<file path="config.mk">
export PLATFORM = sky130hd
export DESIGN_NAME = pc_sequencer
export DESIGN_NICKNAME = d
export VERILOG_FILES = /design/src/rtl/pc_seq_pkg.sv /design/src/rtl/pc_seq_perf.sv /design/src/rtl/pc_sequencer.sv
export SDC_FILE = /design/constraint.sdc
export NUM_CORES = 1
export LEC_CHECK = 0
export CAP_MARGIN = 10
export CORE_ASPECT_RATIO = 1.2
export CORE_MARGIN = 10
export CORE_UTILIZATION = 44
export CTS_CLUSTER_DIAMETER = 100
export DETAILED_ROUTE_END_ITERATION = 6
export GPL_TIMING_DRIVEN = 0
export PLACE_DENSITY = 0.75
export SLEW_MARGIN = 20
export SYNTH_ARGS = -nofsm -noshare
export SYNTH_HDL_FRONTEND = slang
export SYNTH_SLANG_ARGS = --single-unit
</file>
<file path="constraint.sdc">
create_clock -name i_clk -period 2.95 [get_ports i_clk]
set_clock_uncertainty 0.1 [all_clocks]
set_input_delay 0.59 -clock i_clk [delete_from_list [all_inputs] [get_ports i_clk]]
set_output_delay 0.59 -clock i_clk [all_outputs]
set_load 0.02 [all_outputs]
</file>
<file path="src/rtl/pc_seq_pkg.sv">
// -----------------------------------------------------------------------------
// pc_seq_pkg
// Shared definitions for the fetch-stage PC sequencer and any program_counter
// users: the sequencer state encoding and the PC select codes.
// -----------------------------------------------------------------------------
package pc_seq_pkg;

  // Sequencer states
  typedef enum logic [2:0] {
    ST_RUN      = 3'd0,
    ST_REDIRECT = 3'd1,
    ST_FLUSH    = 3'd2,
    ST_STALL    = 3'd3,
    ST_HALT     = 3'd4
  } pc_seq_state_e;

  // PC select codes understood by program_counter
  localparam logic [6:0] PC_SEL_JUMP = 7'h00;
  localparam logic [6:0] PC_SEL_INC  = 7'h01;
  localparam logic [6:0] PC_SEL_HOLD = 7'h7F;

  // Width of the flush down-counter (FLUSH_CYCLES is limited to 1..7)
  localparam int FLUSH_W = 3;

endpackage : pc_seq_pkg

</file>
<file path="src/rtl/pc_seq_perf.sv">
// -----------------------------------------------------------------------------
// pc_seq_perf
// Two free-running performance counters that wrap modulo 2^CNT_W.
// Ports:
//   i_clk, i_rst        : clock, synchronous active-high reset
//   i_redirect_inc      : count one redirect this edge
//   i_stall_inc         : count one stall cycle this edge
//   o_redirect_cnt      : redirects issued
//   o_stall_cyc_cnt     : cycles spent stalled
// -----------------------------------------------------------------------------
module pc_seq_perf #(
  parameter int CNT_W = 16
) (
  input  logic             i_clk,
  input  logic             i_rst,
  input  logic             i_redirect_inc,
  input  logic             i_stall_inc,
  output logic [CNT_W-1:0] o_redirect_cnt,
  output logic [CNT_W-1:0] o_stall_cyc_cnt
);

  logic [CNT_W-1:0] r_redirect_cnt;
  logic [CNT_W-1:0] r_stall_cyc_cnt;

  // Wrapping counters; overflow rolls back to zero by design
  always_ff @(posedge i_clk) begin
    if (i_rst) begin
      r_redirect_cnt  <= '0;
      r_stall_cyc_cnt <= '0;
    end else begin
      if (i_redirect_inc) begin
        r_redirect_cnt <= r_redirect_cnt + CNT_W'(1);
      end
      if (i_stall_inc) begin
        r_stall_cyc_cnt <= r_stall_cyc_cnt + CNT_W'(1);
      end
    end
  end

  assign o_redirect_cnt  = r_redirect_cnt;
  assign o_stall_cyc_cnt = r_stall_cyc_cnt;

endmodule : pc_seq_perf

</file>
<file path="src/rtl/pc_sequencer.sv">
// -----------------------------------------------------------------------------
// pc_sequencer
// Drives the fetch-stage PC select code and jump target from branch redirects,
// load-use stalls and halt/resume events. All outputs are registered: an event
// sampled at edge N is visible after edge N and acted on by the PC at edge N+1.
// Ports:
//   i_clk, i_rst                : clock, synchronous active-high reset
//   i_branch_valid/_target      : taken branch and its target
//   i_stall_req, i_stall_len    : load-use hold request and length (0 -> 1)
//   i_halt_req, i_resume        : halt decode and external restart
//   o_pc_scr                    : 00 load jump, 01 increment, 7F hold
//   o_jump_add                  : redirect target
//   o_flush_if                  : squash IF/ID (REDIRECT and FLUSH)
//   o_halted                    : core halted
//   o_redirect_cnt, o_stall_cyc_cnt : wrapping performance counters
// -----------------------------------------------------------------------------
module pc_sequencer
  import pc_seq_pkg::*;
#(
  parameter int ADDR_W       = 7,
  parameter int FLUSH_CYCLES = 2,
  parameter int STALL_W      = 3,
  parameter int CNT_W        = 16
) (
  input  logic              i_clk,
  input  logic              i_rst,
  input  logic              i_branch_valid,
  input  logic [ADDR_W-1:0] i_branch_target,
  input  logic              i_stall_req,
  input  logic [STALL_W-1:0] i_stall_len,
  input  logic              i_halt_req,
  input  logic              i_resume,
  output logic [6:0]        o_pc_scr,
  output logic [ADDR_W-1:0] o_jump_add,
  output logic              o_flush_if,
  output logic              o_halted,
  output logic [CNT_W-1:0]  o_redirect_cnt,
  output logic [CNT_W-1:0]  o_stall_cyc_cnt
);

  pc_seq_state_e      r_state;
  pc_seq_state_e      w_state_nxt;
  logic [FLUSH_W-1:0] r_flush_cnt;
  logic [FLUSH_W-1:0] w_flush_cnt_nxt;
  logic [STALL_W-1:0] r_stall_cnt;
  logic [STALL_W-1:0] w_stall_cnt_nxt;
  logic               r_halt_pending;
  logic               w_halt_pending_nxt;
  logic               w_take_branch;
  logic [STALL_W-1:0] w_stall_load;

  logic [6:0]         r_pc_scr;
  logic [6:0]         w_pc_scr_nxt;
  logic [ADDR_W-1:0]  r_jump_add;
  logic [ADDR_W-1:0]  w_jump_add_nxt;
  logic               r_flush_if;
  logic               w_flush_if_nxt;
  logic               r_halted;
  logic               w_halted_nxt;

  // A zero-length stall still holds the PC for one cycle
  assign w_stall_load = (i_stall_len == '0) ? STALL_W'(1) : i_stall_len;

  // Next-state logic; in REDIRECT/FLUSH branch and stall requests belong to
  // squashed instructions, so only halt is remembered (as halt_pending)
  always_comb begin
    w_state_nxt        = r_state;
    w_flush_cnt_nxt    = r_flush_cnt;
    w_stall_cnt_nxt    = r_stall_cnt;
    w_halt_pending_nxt = r_halt_pending;
    w_take_branch      = 1'b0;
    case (r_state)
      ST_RUN: begin
        if (i_branch_valid) begin
          w_state_nxt   = ST_REDIRECT;
          w_take_branch = 1'b1;
        end else if (i_halt_req) begin
          w_state_nxt = ST_HALT;
        end else if (i_stall_req) begin
          w_state_nxt     = ST_STALL;
          w_stall_cnt_nxt = w_stall_load;
        end else begin
          w_state_nxt = ST_RUN;
        end
      end
      ST_REDIRECT: begin
        w_state_nxt     = ST_FLUSH;
        w_flush_cnt_nxt = FLUSH_W'(FLUSH_CYCLES);
        if (i_halt_req) begin
          w_halt_pending_nxt = 1'b1;
        end else begin
          w_halt_pending_nxt = r_halt_pending;
        end
      end
      ST_FLUSH: begin
        if (r_flush_cnt <= FLUSH_W'(1)) begin
          // A halt seen on the final flush cycle is honoured as well
          if (r_halt_pending || i_halt_req) begin
            w_state_nxt = ST_HALT;
          end else begin
            w_state_nxt = ST_RUN;
          end
          w_flush_cnt_nxt    = '0;
          w_halt_pending_nxt = 1'b0;
        end else begin
          w_flush_cnt_nxt = r_flush_cnt - FLUSH_W'(1);
          if (i_halt_req) begin
            w_halt_pending_nxt = 1'b1;
          end else begin
            w_halt_pending_nxt = r_halt_pending;
          end
        end
      end
      ST_STALL: begin
        if (i_branch_valid) begin
          w_state_nxt     = ST_REDIRECT;
          w_take_branch   = 1'b1;
          w_stall_cnt_nxt = '0;
        end else if (i_halt_req) begin
          w_state_nxt     = ST_HALT;
          w_stall_cnt_nxt = '0;
        end else if (r_stall_cnt <= STALL_W'(1)) begin
          w_state_nxt     = ST_RUN;
          w_stall_cnt_nxt = '0;
        end else begin
          w_stall_cnt_nxt = r_stall_cnt - STALL_W'(1);
        end
      end
      ST_HALT: begin
        if (i_resume && !i_halt_req) begin
          w_state_nxt = ST_RUN;
        end else begin
          w_state_nxt = ST_HALT;
        end
      end
      default: begin
        w_state_nxt        = ST_RUN;
        w_flush_cnt_nxt    = '0;
        w_stall_cnt_nxt    = '0;
        w_halt_pending_nxt = 1'b0;
      end
    endcase
  end

  // Output decode from the next state so outputs can be registered
  always_comb begin
    w_pc_scr_nxt   = PC_SEL_INC;
    w_flush_if_nxt = 1'b0;
    w_halted_nxt   = 1'b0;
    case (w_state_nxt)
      ST_RUN: begin
        w_pc_scr_nxt = PC_SEL_INC;
      end
      ST_REDIRECT: begin
        w_pc_scr_nxt   = PC_SEL_JUMP;
        w_flush_if_nxt = 1'b1;
      end
      ST_FLUSH: begin
        w_pc_scr_nxt   = PC_SEL_INC;
        w_flush_if_nxt = 1'b1;
      end
      ST_STALL: begin
        w_pc_scr_nxt = PC_SEL_HOLD;
      end
      ST_HALT: begin
        w_pc_scr_nxt = PC_SEL_HOLD;
        w_halted_nxt = 1'b1;
      end
      default: begin
        w_pc_scr_nxt = PC_SEL_INC;
      end
    endcase
    if (w_take_branch) begin
      w_jump_add_nxt = i_branch_target;
    end else begin
      w_jump_add_nxt = r_jump_add;
    end
  end

  // State, counters and registered outputs
  always_ff @(posedge i_clk) begin
    if (i_rst) begin
      r_state        <= ST_RUN;
      r_flush_cnt    <= '0;
      r_stall_cnt    <= '0;
      r_halt_pending <= 1'b0;
      r_pc_scr       <= PC_SEL_INC;
      r_jump_add     <= '0;
      r_flush_if     <= 1'b0;
      r_halted       <= 1'b0;
    end else begin
      r_state        <= w_state_nxt;
      r_flush_cnt    <= w_flush_cnt_nxt;
      r_stall_cnt    <= w_stall_cnt_nxt;
      r_halt_pending <= w_halt_pending_nxt;
      r_pc_scr       <= w_pc_scr_nxt;
      r_jump_add     <= w_jump_add_nxt;
      r_flush_if     <= w_flush_if_nxt;
      r_halted       <= w_halted_nxt;
    end
  end

  pc_seq_perf #(
    .CNT_W (CNT_W)
  ) u_perf (
    .i_clk           (i_clk),
    .i_rst           (i_rst),
    .i_redirect_inc  (w_take_branch),
    .i_stall_inc     (r_state == ST_STALL),
    .o_redirect_cnt  (o_redirect_cnt),
    .o_stall_cyc_cnt (o_stall_cyc_cnt)
  );

  assign o_pc_scr   = r_pc_scr;
  assign o_jump_add = r_jump_add;
  assign o_flush_if = r_flush_if;
  assign o_halted   = r_halted;

endmodule : pc_sequencer
</file>
==> out/metrics.csv, run 1 <==
stage;metric;value;unit
min_path;min_path_type;reg -> reg;
power;p_leak;1.171;nW
floorplan;core_area;0.005630;mm2
logic_synthesis;synthesis.nets;320;
detailed_routing;vias;2339;
logic_synthesis;avgSynthCellArea;8.457;um2
final_layout;final_core_util;59.53;%
clocking;clkSinkCount;53;
final_layout;area_growth;32.56;%
clocking;cts-resized-gates;0;
detailed_routing;wl_per_cell;14.40;um
logic_synthesis;ys_types;51;
detailed_routing;initialDrtViolationCount;103;
sta;setup_viol;0;
logic_synthesis;ys_warn_count;0;
global_route;grt_pass1_vias;2234;
setup_path;arrival;2540;ps
clocking;cts_hold_buf;0;
sta;worst_pin_slew;778.6;ps
logic_synthesis;async_flop_share;0;%
sta;maxSlewViolCount;0;
logic_synthesis;synth_edf_count;0;
clocking;cts-buffers-inserted;5;
sta;fin_crit;2404;ps
power;power.density;510.5;mW/mm2
placement;dp_hpwl;4764;um
sta;rsz0062_at_grt;no;
floorplan;rows;30;
final_layout;layout_commonest_cell;clkdlybuf4s50_1;
logic_synthesis;ys_ff_latch;53;
final_layout;drive_gt1_share;8.108;%
sta;finalSetupTns;0;ps
detailed_routing;first_pass_iters;4;
placement;io_buffer_count;63;
global_route;grt_max_degree;18;
clocking;cts_tree;done;
logic_synthesis;yosysSeqAreaShare;41.96;%
clocking;cts_buffer_depth;2;
run_status;status;finished clean;
sta;hold_viol;0;
setup_path;worstPathMaxFanout;8;
final_layout;antenna-diode-count;0;
setup_path;required;3090;ps
sta;max_freq;416.0;MHz
power;peakVddDrop;266.2;uV
global_route;grt_usage;13.49;%
setup_path;start_kind;input port;
clocking;htreeDepth;2;
floorplan;dieArea;0.009192;mm2
sta;setup_slack;546.0;ps
floorplan;start_util;44.91;%
logic_synthesis;synth_ff_type;dfxtp_1;
clocking;ctsRootBufferMaster;clkbuf_8;
final_layout;final_nets;390;
global_route;grt_antenna_before_repair;0;
setup_path;critPathKind;in -> reg;
detailed_routing;ant_nets;0;
clocking;clk_latency;310;ps
floorplan;die_h;103.0;um
detailed_routing;drc_errors;0;
clocking;clkTransAtPathRegs;100;ps
clocking;postCtsSetupBuffers;0;
setup_path;r2r_slack;890;ps
logic_synthesis;synth_cells;299;
placement;place_ws;242.9;ps
sta;period_share;81.49;%
setup_path;end_kind;flop;
floorplan;fp.dieW;89.21;um
detailed_routing;wl;6248;um
final_layout;num-fill-cells;505;
flow_run;maxCapViolCount;0;
detailed_routing;via_per_inst;5.389;
sta;slew_headroom;47.90;%
floorplan;io_pins;64;
logic_synthesis;syn_area;0.002529;mm2
global_route;grt_overflow;0;
placement;gp_congestion;0.8666;
final_layout;layout_common_cells;clkdlybuf4s50_1 (63), dfxtp_1 (53), nor2_1 (31);
global_route;grt_pass1_wl;10090;um
## per-layer routing
layer	vias up	track usage [%]	wire [um]
met5	-	0	0
met4	0	3.676	75
met2	52	23.45	3117
met3	8	4.585	424
met1	1089	15.22	2631
li1	1190	-	-
## power breakdown
part | internal (mW) | total [mW] | switching (mW)
registers | 0.760 | 0.793 | 0.0323
logic | 0.190 | 0.424 | 0.234
clock network | 0.254 | 0.494 | 0.240
## cell families after synthesis
group | synth area share, %
DFF | 41.96
and+or+nand+nor | 25.98
AOI/OAI and AO/OA | 14.05
muxes | 2.622
adders and majority gates | 2.870
buffers and inverters | 5.987
xor gates and xnor gates | 6.532
## path summary, 6_finish.rpt
path / end / cells after the start / start
hold / removal: o_jump_add[6] / 2 / o_jump_add[6]
hold reg to reg: o_jump_add[6] / 2 / o_jump_add[6]
setup reg to reg: u_perf.o_stall_cyc_cnt[14] / 6 / u_perf.o_stall_cyc_cnt[0]
setup / recovery: u_perf.o_redirect_cnt[14] / 6 / i_branch_valid
## worst max-delay path: stages
cell and delay [ps]:
clkdlybuf4s50_1 660, nand2b_1 160, or3_1 380, clkbuf_1 180
or4_1 420, a21oi_1 150
## flip-flops by register name, indices dropped and copies added (netlist names)
| signal | cells |
|---|---|
| u_perf.o_redirect_cnt | 16 |
| u_perf.o_stall_cyc_cnt | 16 |
| o_jump_add | 7 |
| r_flush_cnt | 3 |
| r_stall_cnt | 3 |
| r_state | 3 |
| o_pc_scr | 2 |
| o_flush_if | 1 |
| o_halted | 1 |
| r_halt_pending | 1 |
## cells in the mapped netlist, drive strengths merged (4+ instances only)
cell type	n	area [um2]
dfxtp	53	1061
nor2	31	116.4
nand2	27	101.4
a21oi	24	120.1
inv	15	56.30
nand3	13	65.06
buf	11	65.07
xnor2	10	95.10
clkbuf	8	30.03
nand4	8	50.05
xor2	8	70.07
nor2b	7	43.79
nor4	6	43.79
o21ai	6	30.03
ha	5	62.56
mux2	5	56.30
nor3	5	25.02
o31ai	5	37.54
or3	5	31.28
or4	5	37.54
a211oi	4	30.03
or2	4	25.02
## area by class of cell
type / count / area, um2 / area share [%]
Multi-Input combinational cell: 212 / 1316 / 39.27
Inverter: 15 / 56.30 / 1.680
Clock buffer: 5 / 68.82 / 2.053
Timing Repair Buffer: 63 / 630.6 / 18.81
Sequential cell: 53 / 1061 / 31.65
Clock inverter: 3 / 43.79 / 1.306
Tap cell: 64 / 80.08 / 2.389
Buffer: 19 / 95.09 / 2.837
## metrics by stage
stage	instances	total power, mW	cell area (um2)	hold slack (ps)
CTS	434	1.733	3352	366.9
global placement	426	1.227	3239	342.4
detailed placement	426	1.235	3239	350.9
global route	434	1.803	3352	391.4
finish	434	1.711	3352	359.7
floorplan	299	1.071	2529	336.7
Power figures use the tool's default switching activity.
==> inputs of run 2 (changes only) <==
==> constraint.sdc (replaced) <==
create_clock -name i_clk -period 2.5 [get_ports i_clk]
set_clock_uncertainty 0.1 [all_clocks]
set_input_delay 0.5 -clock i_clk [delete_from_list [all_inputs] [get_ports i_clk]]
set_output_delay 0.5 -clock i_clk [all_outputs]
set_load 0.02 [all_outputs]
==> results of run 2 <==
Same layout as run 1 (identical final DEF). Status: finished clean.
Main changes from that run: setup slack after placement 242.9 ps -> -117.1 ps; setup slack after layout 546.0 ps -> 186.0 ps; register-to-register setup slack 890 ps -> 440 ps; total power 1.711 mW -> 2.019 mW; worst IR drop on VDD 266.2 uV -> 314.1 uV
==> inputs of run 3 (changes only) <==
==> constraint.sdc (replaced) <==
create_clock -name i_clk -period 2.5 [get_ports i_clk]
set_clock_uncertainty 0.1 [all_clocks]
set_input_delay 0.25 -clock i_clk [delete_from_list [all_inputs] [get_ports i_clk]]
set_output_delay 0.25 -clock i_clk [all_outputs]
set_load 0.02 [all_outputs]
==> results of run 3 <==
Same layout as run 1 (identical final DEF). Status: finished clean.
Main changes from that run: setup slack after placement 242.9 ps -> 132.9 ps; setup slack after layout 546.0 ps -> 436.0 ps; register-to-register setup slack 890 ps -> 440 ps; total power 1.711 mW -> 2.019 mW; worst IR drop on VDD 266.2 uV -> 314.1 uV
